$ cat src/rtl/shreg_ctrl.sv
// Command sequencer for the 4-bit universal shift register: optional parallel load, then N shifts.
// Define SHREG_CTRL_ROT_EN to enable rotate feed; otherwise the serial inputs always carry the fill bit.
module shreg_ctrl #(
  parameter int CNT_W = 3
) (
  input  logic             CLK,
  input  logic             CLRN,
  input  logic             CMD_VALID,
  output logic             CMD_READY,
  input  logic             CMD_LOAD,
  input  logic [3:0]       CMD_DATA,
  input  logic             CMD_DIR,
  input  logic [CNT_W-1:0] CMD_CNT,
  input  logic             CMD_ROT,
  input  logic             CMD_FILL,
  input  logic             QD,
  input  logic             QA,
  output logic [1:0]       S,
  output logic             DSR,
  output logic             DSL,
  output logic             D,
  output logic             C,
  output logic             B,
  output logic             A,
  output logic             BUSY,
  output logic             SOUT,
  output logic             SOUT_VALID,
  output logic             DONE
);

  typedef enum logic [1:0] {IDLE, LOAD, SHIFT, FIN} state_t;

  localparam logic [1:0]       S_HOLD  = 2'b00;
  localparam logic [1:0]       S_RIGHT = 2'b01;
  localparam logic [1:0]       S_LEFT  = 2'b10;
  localparam logic [1:0]       S_LOAD  = 2'b11;
  localparam logic [CNT_W-1:0] CNT_ONE = CNT_W'(1);

  state_t           state;
  logic [CNT_W-1:0] cnt_q;
  logic             dir_q;
  logic             rot_q;
  logic             fill_q;
  logic             cmd_rot_eff;

`ifdef SHREG_CTRL_ROT_EN
  assign cmd_rot_eff = CMD_ROT;
`else
  logic unused_cmd_rot;
  assign unused_cmd_rot = CMD_ROT;
  assign cmd_rot_eff    = 1'b0;
`endif

  function automatic logic [1:0] shift_mode(input logic dir);
    return dir ? S_LEFT : S_RIGHT;
  endfunction

  // NOTE: every sequential assignment is non-blocking so all registers update together at the edge.
  always_ff @(posedge CLK or negedge CLRN) begin
    if (!CLRN) begin
      state      <= IDLE;
      cnt_q      <= '0;
      dir_q      <= 1'b0;
      rot_q      <= 1'b0;
      fill_q     <= 1'b0;
      CMD_READY  <= 1'b0;
      S          <= S_HOLD;
      {D, C, B, A} <= 4'b0000;
      BUSY       <= 1'b0;
      SOUT       <= 1'b0;
      SOUT_VALID <= 1'b0;
      DONE       <= 1'b0;
    end else begin
      DONE       <= 1'b0;
      SOUT_VALID <= 1'b0;
      case (state)
        IDLE: begin
          CMD_READY <= 1'b1;
          if (CMD_VALID && CMD_READY) begin
            {D, C, B, A} <= CMD_DATA;
            dir_q     <= CMD_DIR;
            rot_q     <= cmd_rot_eff;
            fill_q    <= CMD_FILL;
            cnt_q     <= CMD_CNT;
            CMD_READY <= 1'b0;
            BUSY      <= 1'b1;
            if (CMD_LOAD) begin
              state <= LOAD;
              S     <= S_LOAD;
            end else if (CMD_CNT != '0) begin
              state <= SHIFT;
              S     <= shift_mode(CMD_DIR);
            end else begin
              state <= FIN;
              S     <= S_HOLD;
              DONE  <= 1'b1;
            end
          end
        end
        LOAD: begin
          if (cnt_q != '0) begin
            state <= SHIFT;
            S     <= shift_mode(dir_q);
          end else begin
            state <= FIN;
            S     <= S_HOLD;
            DONE  <= 1'b1;
          end
        end
        SHIFT: begin
          // The register moves on this same edge, so the bit leaving it is captured now.
          SOUT       <= dir_q ? QD : QA;
          SOUT_VALID <= 1'b1;
          cnt_q      <= cnt_q - CNT_ONE;
          if (cnt_q == CNT_ONE) begin
            state <= FIN;
            S     <= S_HOLD;
            DONE  <= 1'b1;
          end
        end
        FIN: begin
          state     <= IDLE;
          BUSY      <= 1'b0;
          CMD_READY <= 1'b1;
        end
        default: state <= IDLE;
      endcase
    end
  end

  // NOTE: defaults first so no path leaves a serial input unassigned (no latch).
  always_comb begin
    DSR = 1'b0;
    DSL = 1'b0;
    if (state == SHIFT) begin
      if (dir_q) DSL = rot_q ? QD : fill_q;
      else       DSR = rot_q ? QA : fill_q;
    end
  end

endmodule

$ cat config.mk
export PLATFORM = sky130hd
export DESIGN_NAME = shreg_ctrl
export DESIGN_NICKNAME = d
export VERILOG_FILES = /design/src/rtl/shreg_ctrl.sv
export SDC_FILE = /design/constraint.sdc
export NUM_CORES = 1
export LEC_CHECK = 0
export CORE_MARGIN = 2
export CORE_UTILIZATION = 44
export CTS_CLUSTER_DIAMETER = 50
export DETAILED_ROUTE_END_ITERATION = 10
export GPL_TIMING_DRIVEN = 0
export PLACE_DENSITY_LB_ADDON = 0.05
export SLEW_MARGIN = 20
export SYNTH_ARGS = -nofsm -noshare
export SYNTH_HDL_FRONTEND = slang
export SYNTH_SLANG_ARGS = --single-unit
export TNS_END_PERCENT = 10
$ cat constraint.sdc
create_clock -name CLK -period 1.97 [get_ports CLK]
set_input_delay 0.2955 -clock CLK [delete_from_list [all_inputs] [get_ports CLK]]
set_output_delay 0.2955 -clock CLK [all_outputs]
set_load 0.1 [all_outputs]
Word-level counts from Yosys, hierarchy flattened:

Index checks and enable logic that the tools add are counted.

* bits of input ports: 16
* output and inout port bits: 13
* word-level logic and storage cells: 65
* bits in registers: 18

* add/sub/neg operators: 1
* reduce and logical (&&, ||, !) cells: 12
* multiplexer cells: 32
* equal/unequal tests: 6

Operator list (count)
* 2-bit 2-to-1 mux: 10
* 1-bit 2-to-1 mux: 15
* 3-bit nonzero test: 3
* 2-bit one-hot mux with 4 select lines: 1
* 2-bit AND reduction: 4
* 2-bit one-hot mux with 3 select lines: 1
* 3-bit one-hot mux with 2 select lines: 1
* 2-bit equality test (second input constant): 2
* 2-bit inequality test (second input constant): 2
* 1-bit one-hot mux with 2 select lines: 2
* 2-bit nonzero test: 2
* 3-bit by 1-bit equality test with 1-bit output (second input constant): 1
* 3-bit 2-to-1 mux: 1
* 1-bit one-hot mux with 3 select lines: 1
* 3-bit AND reduction: 1
* 3-bit by 1-bit subtractor with 3-bit output (second input constant): 1
* 2-bit by 1-bit equality test with 1-bit output (second input constant): 1
* 2-bit zero test: 1
* 1-bit logical AND: 1

Depth between registers and ports, before layout:

Gate-level depths: netlist of run 1.

* word-level depth: 5
* mapped depth: 7
* mapped depth without buffers: 6

Least setup slack after synthesis of run 1:

No wires, ideal clock.

* path kind: register to output
* start point: register state[0]
* end point: output DSL
* data required time: 1.674 ns
* slack: -0.094 ns
* stages on the path, launching flop included: 5
* data arrival time: 1.768 ns
* path buffers: 1
* cell sequence: dfrtp_1 > inv_1 > ha_1 > buf_2 > and3_1

* longest elaborated chain between the ends: 2

Ends and longest elaborated chain
* start: declaration: line 39 `state_t state;`
* start signal: assignment: line 61 `state <= IDLE;`
* start signal: assignment: line 88 `state <= LOAD;`
* start signal: assignment: line 91 `state <= SHIFT;`
* 2-bit equality test: line 135 `if (state == SHIFT) begin`
* 1-bit 2-to-1 mux: line 135
* end: declaration: line 20 `output logic DSL,`

Every way passes these cells.

Final worst setup path of run 1:

* start point: register CMD_READY
* end point: output CMD_READY

RTL lines
* start: declaration: line 9 `output logic CMD_READY,`
* start signal: assignment: line 66 `CMD_READY <= 1'b0;`
* start signal: assignment: line 78 `CMD_READY <= 1'b1;`
* start signal: assignment: line 85 `CMD_READY <= 1'b0;`

No word-level cell between the ends.

==> run summary, run 1 <==
outcome - finished, final reports clean
crit path kind - reg -> out
Async S/R FF share, synth - 100%
Max clock buf depth - 2
Synth Cell Area - 1030 sq um
EDFF count, synth - 0
crit start category - flip-flop
drt drc - 0
placed cell areas - 1340 sq um
Final Max Tran Viols - 0
final WL - 2170 um
HP Class - in -> async
MaxCap Viol Count - 0
Final Cycle Share - 97.2%
n_diodes - 0
share of cells above drive strength 1 - 19.2%
Final #Nets - 156
vias per inst - 5.18
worst path arrival time - 1.62 ns
main area contributors after synthesis - dfrtp_1 (44%), ha_1 (11%), mux2_2 (5.5%)
first-pass GRT wire length - 3770 um
GRT Util Overall - 18.7%
Critical Path End Type - output port
DR WL/cell - 13.7 um
register area share after synthesis - 43.8%
Worst Path Required - 1.67 ns
CTS root buf - clkbuf_4
clock latency on the worst-skew pair - 0.29 ns
worst path buffer plus inverter count - 1
R2R Setup Slk - 0.26 ns
Post-CTS Hold Fix Bufs - 0
normalized max-slew margin - 35.9%
die width - 52.3 um
Num CTS Buffers - 3
critical path fanouts, max - 6
Die H - 52.3 um
CP max stage cell - clkdlybuf4s15_1
CP top delay family - buffers and inverters
number of fillers in the final layout - 211
post-route ant nets - 0
DRT iter0 DRCs - 17
num rows - 17
syn_nets - 124
YS warnings - 0
CTS tree - done
count of final hold-check violations - 0
crit-path cells - clkdlybuf4s15_1
gr ovfl total - 0
clk_skew - 0.000827 ns
ys flop type - dfrtp_1
post-synth top area cell - dfrtp_1
I/O Buffers - 27
largest family of logic cells by synthesized area - compound AO/OA/AOI/OAI gates
number of global-route vias before repair - 846
xor/xnor share of the synthesized area - 0%
Final GP Congestion - 0.852
largest net degree at the start of global routing - 19
delay of the slowest critical-path stage - 0.85 ns
initial antenna violation count - 0
Slew @ Worst Pin - 0.965 ns
DR pass1 iterations - 4
dpl hpwl - 1630 um
Post-Synth Simple-Gate Area - 12.4%
vias - 819
Starting Density - 46.5%
Fmax achieved - 522 MHz
Final setup viols - 0
P&R area growth vs syn - 36.5%
Post-Synthesis Cells - 99
die area - 2740 sq um
Synth top area share - 43.8%
Clock transition at path regs - 0.10 ns
post-synthesis register bit count - 18
Num Clock Sinks - 18
Synth Area in Adders - 10.9%
minimum clock period - 1.91 ns
Compound-Gate Fraction of Synth Area - 19.7%
num ports - 29
post-synthesis mux area share - 7.91%
H-tree levels - 1
core area - 2210 sq um
post-synth cell types - 29
Post-Layout Inst Area - 1400 sq um
Post-Synthesis Mean Instance Area - 10.4 sq um
[registers in the layout, indices dropped and copies added, names as in the netlist]
signal	flops
cnt_q	3
S	2
state	2
A	1
B	1
BUSY	1
C	1
CMD_READY	1
D	1
DONE	1
SOUT	1
SOUT_VALID	1
dir_q	1
fill_q	1
[placed cells by master (no fill, tap or decap), types with 2 or more instances in the layout]
| cell | synthesis | layout |
|---|---|---|
| nand2b_1 | 2 | 2 |
| inv_1 | 11 | 10 |
| nor2_1 | 6 | 6 |
| a21oi_1 | 4 | 4 |
| o21ai_0 | 8 | 8 |
| a211oi_1 | 2 | 2 |
| nor3_1 | 3 | 3 |
| ha_1 | 9 | 8 |
| mux2_2 | 5 | 5 |
| and3_1 | 4 | 2 |
| o22ai_1 | 4 | 4 |
| o22a_1 | 2 | 2 |
| clkbuf_4 | 0 | 3 |
| clkdlybuf4s50_1 | 0 | 14 |
| nand2_1 | 5 | 5 |
| buf_12 | 0 | 2 |
| dlygate4sd2_1 | 0 | 10 |
| dfrtp_1 | 18 | 17 |
| o211ai_1 | 2 | 2 |
[cell type report]
class                   instances  area (sq um)  share of cell area, %
repair buffers                 27           278                   19.8
multi-input cells              68           543                   38.7
flip-flops and latches         18           452                   32.2
well taps                      28          35.0                   2.50
inverters                      11          41.3                   2.94
clock buffers                   4          36.3                   2.58
plain buffers                   2          18.8                   1.34
[final timing paths]
path                                start        end  depth (start not counted)
worst max-delay path            CMD_READY  CMD_READY                          1
worst min-delay path                 CLRN   cnt_q[0]                          1
worst max register to register   state[1]   cnt_q[2]                          7
worst min register to register          C          C                          1
max in group asynchronous            CLRN   state[0]                          1
min in group CLK                        C          C                          1
[synth_stat cells, types with 2 or more instances]
library cell	n
nor3_1	3
o21ai_0	8
a211oi_1	2
mux2_2	5
inv_1	11
a21oi_1	4
ha_1	9
o22a_1	2
nor2_1	6
and3_1	4
o211ai_1	2
o22ai_1	4
dfrtp_1	18
nand2_1	5
nand2b_1	2
[routing by layer]
metal	up-vias	routed length, um	GRT usage, %	share of wire [%]
met4	0	11	3.85	0.51
met5	-	0	0	0
met1	377	933	23.4	43
met3	2	153	6.00	7.0
met2	28	1070	31.5	49
li1	412	-	-	-
[metrics by stage]
step	setup TNS, ns	hold WS, ns	std cells	worst slack (ns)	utilization [%]
2_1_floorplan	-0.102	-0.0000911	99	-0.0937	-
4_1_cts	0	0.485	158	0.0206	62.3
3_5_place_dp	-1.48	0.497	154	-0.752	60.4
3_3_place_gp	-1.43	0.487	154	-0.725	60.4
6_report	0	0.453	158	0.0555	63.5
5_1_grt	-0.00160	0.526	158	-0.00160	63.5
[cells by family (layout without fill, tap and decap cells)]
group | after synthesis | after routing
DFF | 18 | 18
muxes | 7 | 7
buffers and inverters | 13 | 44
and+or+nand+nor | 24 | 24
AOI/OAI and AO/OA | 28 | 28
adders and majority gates | 9 | 9
[timing repair]
action                     CTS  global route
setup endpoints to repair   13             3
gates resized for setup     30             7
setup buffers                0             0
Power of run 1 is not shown: default switching activity piles up to over one toggle a cycle in this logic, so the estimate is an artifact.
==> run 2, diff against run 1 <==
SLEW_MARGIN = not set   (was 20)
==> results of run 2 <==
Final layout, timing and power as in run 1 (identical DEF).
Power of run 2 is left out for the same reason.
==> run 3, diff against run 2 <==
CORE_UTILIZATION = 46   (was 44)
CTS_CLUSTER_SIZE = 28   (was not set)
==> run summary, run 3 (synthesized netlist as in run 1, its figures left out) <==
outcome - finished, final reports clean
Final setup viols - 0
number of global-route vias before repair - 837
DR pass1 iterations - 4
Final Util - 64.1%
dpl hpwl - 1610 um
num ports - 29
top flop regs - cnt_q (3), S (2), state (2)
H-tree levels - 1
vias per inst - 5.23
DRT iter0 DRCs - 7
clk_skew - 0.00436 ns
I/O Buffers - 27
Layout Cells excl Fill - 158
first-pass GRT wire length - 3790 um
crit path to - CMD_READY
worst reg2reg path depth - 7
Final #Nets - 157
HP Class - in -> async
Slew @ Worst Pin - 0.960 ns
Crit path depth - 1
MaxCap Viol Count - 0
R2R Setup Slk - 0.27 ns
core area - 2170 sq um
Die H - 51.3 um
drt drc - 0
Post-Place Cells - 154
post-route ant nets - 0
CTS root buf - clkbuf_4
Worst Path Required - 1.67 ns
Max clock buf depth - 2
Clock transition at path regs - 0.10 ns
crit-path cells - clkdlybuf4s15_1
Final Cycle Share - 96.6%
gr ovfl total - 0
Post-CTS Hold Fix Bufs - 0
vias - 827
share of cells above drive strength 1 - 17.7%
CTS tree - done
count of final hold-check violations - 0
worst path arrival time - 1.61 ns
Num CTS Buffers - 3
DR WL/cell - 13.5 um
final WL - 2140 um
Fmax achieved - 525 MHz
crit start category - flip-flop
RSZ-0062 raised after global routing - false
Fin Hold WS - 0.456 ns
Final GP Congestion - 0.802
commonest non-fill, non-tap cell in the layout - dfrtp_1
Crit. Startpoint - CMD_READY
max reg flops - 3
worst path buffer plus inverter count - 1
area of the multi-input gates - 538 sq um
r2r endpoint - state[0]
P&R area growth vs syn - 35.3%
most frequent cells in the layout - dfrtp_1 (18), clkdlybuf4s50_1 (14), inv_1 (10), dlygate4sd2_1 (10)
GRT Util Overall - 19.6%
delay of the slowest critical-path stage - 0.85 ns
die width - 51.3 um
CP max stage cell - clkdlybuf4s15_1
largest net degree at the start of global routing - 19
clock latency on the worst-skew pair - 0.29 ns
CP top delay family - buffers and inverters
num rows - 17
normalized max-slew margin - 36.3%
Final Max Tran Viols - 0
minimum clock period - 1.90 ns
Biggest register - cnt_q
critical path fanouts, max - 6
Starting Density - 47.4%
Num Clock Sinks - 18
Critical Path End Type - output port
die area - 2630 sq um
crit path kind - reg -> out
Seq. cell area - 450 sq um
n_diodes - 0
initial antenna violation count - 0
number of fillers in the final layout - 198
reg2reg start - state[1]
run 3: cell count changes in the layout (fill, tap and decap cells not counted):
| cell | delta |
|---|---|
| and3_1 | +1 |
| buf_4 | +1 |
| dfrtp_2 | -1 |
| dfrtp_1 | +1 |
| and3_4 | -1 |
| clkbuf_8 | -1 |
run 3: worst min-delay path by stage:
stage	startpoint	end	slack, ns	depth (start not counted)
after floorplan	CLRN	A	-0.00009	0
after global placement	A	A	0.49	1
after detailed placement	C	C	0.50	1
after CTS	CLRN	SOUT_VALID	0.49	1
after global routing	CLRN	cnt_q[0]	0.54	1
final	CLRN	cnt_q[0]	0.46	1
run 3: layout make-up:
cell class	count	share of cell area, %
sequential	18	32.4
buffer	2	1.35
multi-input combinational	68	38.7
inverter	11	2.97
clock buffer	3	1.62
timing repair buffer	28	20.5
tap	28	2.52
run 3: per-stage QoR:
stage / setup WS (ns) / cell area [sq um] / TNS, ns
finish: 0.0663 / 1390 / 0
global placement: -0.727 / 1340 / -1.44
detailed placement: -0.749 / 1340 / -1.48
floorplan: -0.0937 / 1030 / -0.102
CTS: 0.0167 / 1370 / 0
global route: 0.0145 / 1390 / 0
run 3: what timing repair did:
action,4_1_cts,5_1_grt
endpoints found under the setup margin,13,3
buffers inserted,0,1
resized for setup,30,5
hold endpoints to repair,0,0
run 3: layer usage:
layer	vias up	GRT usage (%)	part of all wire, %
li1	413	-	-
met1	390	24.8	45
met2	19	32.9	49
met3	5	3.80	4.0
met4	0	7.89	1.8
met5	-	0	0
Power of run 3 is left out for the same reason.
